==> src/rtl/fetch_unit.sv <==
// Instruction fetch unit: requests one word at a time from instruction memory,
// holds it for the control unit and computes the next PC when it is consumed.
module fetch_unit #(
  parameter logic [31:0] RESET_VECTOR = 32'h0000_0000
) (
  input  logic        clk,
  input  logic        rst,
  input  logic [3:0]  pc_control,
  input  logic [25:0] jump_target,
  input  logic [31:0] jr_target,
  input  logic [15:0] branch_offset,
  input  logic        stall,
  output logic        imem_req,
  output logic [31:0] imem_addr,
  input  logic        imem_ack,
  input  logic [31:0] imem_rdata,
  output logic [31:0] instruction,
  output logic        instr_valid,
  output logic [31:0] pc,
  output logic [31:0] pc_plus4,
  output logic [31:0] instr_count
);

  typedef enum logic [1:0] {
    IDLE = 2'd0,
    REQ  = 2'd1,
    HOLD = 2'd2
  } state_t;

  state_t      state_q, state_d;
  logic [31:0] pc_q, pc_d;
  logic [31:0] instr_q, instr_d;
  logic        valid_q, valid_d;
  logic [31:0] count_q, count_d;
  logic [31:0] next_pc;
  logic [31:0] branch_disp;
  logic        unused_jr_low;

  // Register-jump targets are forced word-aligned, so the low bits never matter.
  assign unused_jr_low = ^jr_target[1:0];

  assign pc_plus4    = pc_q + 32'd4;
  assign branch_disp = {{14{branch_offset[15]}}, branch_offset, 2'b00};

  always_comb begin
    next_pc = pc_plus4;
    case (pc_control)
      4'b0001: next_pc = {pc_plus4[31:28], jump_target, 2'b00};
      4'b0010: next_pc = {jr_target[31:2], 2'b00};
      4'b0011: next_pc = pc_plus4 + branch_disp;
      default: next_pc = pc_plus4;
    endcase
  end

  always_ff @(posedge clk or negedge rst) begin
    if (!rst) begin
      state_q <= IDLE;
      pc_q    <= RESET_VECTOR;
      instr_q <= 32'h0000_0000;
      valid_q <= 1'b0;
      count_q <= 32'h0000_0000;
    end else begin
      state_q <= state_d;
      pc_q    <= pc_d;
      instr_q <= instr_d;
      valid_q <= valid_d;
      count_q <= count_d;
    end
  end

  // pc_control is only looked at on the edge that consumes the held instruction.
  always_comb begin
    state_d = state_q;
    pc_d    = pc_q;
    instr_d = instr_q;
    valid_d = valid_q;
    count_d = count_q;
    case (state_q)
      IDLE: state_d = REQ;
      REQ: begin
        if (imem_ack) begin
          instr_d = imem_rdata;
          valid_d = 1'b1;
          state_d = HOLD;
        end
      end
      HOLD: begin
        if (!stall) begin
          pc_d    = next_pc;
          valid_d = 1'b0;
          count_d = count_q + 32'd1;
          state_d = REQ;
        end
      end
      default: state_d = IDLE;
    endcase
  end

  assign imem_req    = (state_q == REQ);
  assign imem_addr   = pc_q;
  assign instruction = instr_q;
  assign instr_valid = valid_q;
  assign pc          = pc_q;
  assign instr_count = count_q;

endmodule
==> config.mk <==
export PLATFORM = sky130hd
export DESIGN_NAME = fetch_unit
export DESIGN_NICKNAME = d
export VERILOG_FILES = /design/src/rtl/fetch_unit.sv
export SDC_FILE = /design/constraint.sdc
export NUM_CORES = 1
export LEC_CHECK = 0
export ABC_AREA = 1
export BUFFER_PORTS_ARGS = -buffer_cell sky130_fd_sc_hd__buf_2
export CAP_MARGIN = 0
export CORE_MARGIN = 10
export CORE_UTILIZATION = 57
export CTS_BUF_LIST = sky130_fd_sc_hd__clkbuf_8
export DETAILED_ROUTE_END_ITERATION = 16
export HOLD_SLACK_MARGIN = 0.15
export PLACE_DENSITY = 0.89
export SLEW_MARGIN = 20
export SYNTH_ARGS = -nofsm -noshare
export SYNTH_HDL_FRONTEND = slang
export SYNTH_SLANG_ARGS = --single-unit
==> constraint.sdc <==
create_clock -name clk -period 6.2 [get_ports clk]
set_clock_uncertainty 0.05 [all_clocks]
set_input_delay 0.93 -clock clk [delete_from_list [all_inputs] [get_ports clk]]
set_output_delay 0.93 -clock clk [all_outputs]
set_load 0.05 [all_outputs]
==> results.json <==
{
  "status": "completed",
  "grt_max_degree": 72,
  "slew_violations": 0,
  "hpwlAfterDp_um": 22700,
  "synth_common_cells": "nand2_1, inv_1, dfrtp_1, nor2_1, nand3_1",
  "cts_resized": 0,
  "synth_top_area_frac": 0.305,
  "hold_viol": 0,
  "syn2layout_area_growth_pct": 18.3,
  "clkSinkCount": 97,
  "cts_tree": "yes",
  "die_y_um": 138,
  "crit_end": "imem_addr[23]",
  "reg2reg_from": "imem_addr[2]",
  "post_drt_wl_per_cell_um": 17.7,
  "drive_gt1_frac": 0.255,
  "async_flop_share": 1.00,
  "synth-edff-count": 0,
  "clock.fmax_ghz": 0.269,
  "cts_setup_buffers": 0,
  "crit_type": "reg2reg",
  "grt_overflow": 0,
  "yosys.cell_count.top_type": "nand2_1",
  "synthCells": 1147,
  "fin_ws_ns": 2.49,
  "gp_congestion": 0.951,
  "slew_headroom": 0.405,
  "finalSetupTns_ns": 0,
  "setup_violations": 0,
  "yosys-top-cells-area": "dfrtp_1, nand2_1, inv_1, ha_1, nand3_1",
  "syn-mean-instance-area_um2": 6.95,
  "initial_core_util": 0.578,
  "viasPerCell": 5.42,
  "portBuffers": 267,
  "cpPeakStageDelay_ns": 0.43,
  "startpoint_type": "flop",
  "ir_worst_vdd_mv": 0.567,
  "path_delay_family": "simple AND/OR/NAND/NOR gates",
  "cts-root-buf": "clkbuf_8",
  "pre_cts_ws_ns": 2.64,
  "endpoint_kind": "flop",
  "hold_class": "in2async",
  "cp_data_required_time_ns": 6.36,
  "synthDistinctLibCells": 50,
  "top_layer": "met4",
  "numCtsBuffers": 9,
  "synth_ff_type": "dfrtp_1",
  "worst_pin_slew_ns": 0.892,
  "path_cells": "ha_1 > inv_1 > nor3_1 > nand2_1 > nor2_1 > nand2_1 > nor2_1 > or2_2 > inv_1 > ha_1 > nand2_1 > inv_1 > nand2_1 > nor3_1 > nand2_1 > nand2_1 > nand2_1 > nand2_1 > nand2_1 > nand3_1 > nand2_1 > nand2_1 > o21ai_0",
  "cts.clk_slew.worst_paths_ns": 0.09,
  "yosys.area.top_type": "dfrtp_1",
  "route.met3.wl_um": 2590,
  "die_w_um": 138,
  "fin_crit_sh": 0.599,
  "clockBufferDepth": 2,
  "postRouteAntennaNets": 0,
  "critPathSlowestCell": "dfrtp_1",
  "worstSetupPathDepth": 23,
  "worstRegToRegCells": 23,
  "critPathLaunch": "imem_addr[2]",
  "htree_levels": 3,
  "drt-pass1-iter-count": 5,
  "cpMostUsedCell": "nand2_1",
  "ios": 276,
  "diodes": 0,
  "insertion_delay_ns": 0.36,
  "cp_num_buf_inv": 3,
  "rsz0062_at_grt": "false",
  "drv_cap": 0,
  "yosys_warnings": 0,
  "antenna_found_initial": 0,
  "crit_fanout": 5,
  "core-area_mm2": 0.0138,
  "synth_area_mm2": 0.00797,
  "layout.nets": 1529,
  "critPathArrivalTime_ns": 3.87,
  "grt_pass1_vias": 8401,
  "wl_met1_um": 11000,
  "synth_seq_cells": 97,
  "drt_iter0_drc": 696,
  "wl_um": 27700,
  "grt_pass1_wl_um": 44000,
  "powerDensity_mw_per_mm2": 531,
  "grt_use_total": 0.278,
  "r2r_slack_ns": 2.49,
  "p_leak_uw": 0.00531,
  "period_needed_ns": 3.71,
  "ys_seq_area_frac": 0.305,
  "vias": 8472,
  "drc": 0,
  "rows": 43,
  "ctsHoldBuffers": 0,
  "die_area_mm2": 0.0191,
  "reg2reg_to": "imem_addr[23]",
  "route.met2.wl_um": 13500
}
==> flip-flops by register name (all words and copies together) (netlist names) <==
name / cells
imem_addr: 30
instr_count: 32
instr_valid: 1
instruction: 32
state_q: 2
==> worst min path at each step <==
stage	slack (ns)	endpoint	cells after the start	from
floorplan	0.42	state_q[0]	1	state_q[1]
global placement	0.40	instr_valid	2	instr_valid
detailed placement	0.40	instr_valid	2	instr_valid
CTS	0.41	instruction[11]	1	rst
global route	0.42	instruction[11]	1	rst
finish	0.41	instruction[11]	1	rst
==> cell usage in the layout (no fill, tap or decap), drive strengths merged, types with 2 or more instances in the layout <==
cell type and count:
nand3 75, clkinv 3, a221oi 16, ha 36, nand3b 3, a21oi 48, and2 3, xnor2 20
or2 5, nor4 3, buf 272, o21ai 37, o2111ai 2, o21bai 6, o211ai 5, xor2 30
o31ai 2, nor3 26, conb 6, clkinvlp 2, dfrtp 97, nand2 363, clkbuf 10, inv 154
nor2 100, mux2 32, nand4 19
==> routing by layer <==
metal | global-route usage | vias to the layer above
met5 | 0 | -
met4 | 0.0788 | 0
met3 | 0.0692 | 50
met2 | 0.472 | 438
met1 | 0.341 | 3867
li1 | - | 4117
==> layout make-up <==
type,count,area [um^2]
tap,180,225
sequential,97,2430
clock inverter,6,45.0
timing repair buffer,272,1380
clock buffer,10,138
multi-input combinational,845,4640
inverter,153,574
fill,1228,4350
==> through the flow <==
step / hold slack (ns) / instances / utilization / cell area (um^2) / total power, uW
3_3_place_gp: 0.403 / 1547 / 0.671 / 9240 / 4560
4_1_cts: 0.409 / 1563 / 0.684 / 9420 / 5010
3_5_place_dp: 0.404 / 1547 / 0.671 / 9240 / 4620
2_1_floorplan: 0.422 / 1152 / - / 7990 / 3820
6_report: 0.410 / 1563 / 0.684 / 9430 / 5000
5_1_grt: 0.415 / 1563 / 0.684 / 9430 / 5330
==> cells by family (layout without fill, tap and decap cells) <==
logic type,after synthesis,after routing,share of synthesized area
simple gates,600,600,0.329
buf+inv,210,441,0.117
compound gates,120,120,0.0891
flops,97,97,0.305
xor+xnor,50,50,0.0559
fa+ha+maj,37,37,0.0591
mux,32,32,0.0452
other cells,1,6,0.000471
==> where the power goes <==
part	total, uW	leakage, uW	switching, uW	internal (uW)
clock network	376	0.0000899	219	157
registers	1090	0.00120	240	846
logic	3540	0.00402	2680	864
total	5000	0.00531	3130	1870
No activity file was read; power rests on OpenSTA's default activity.
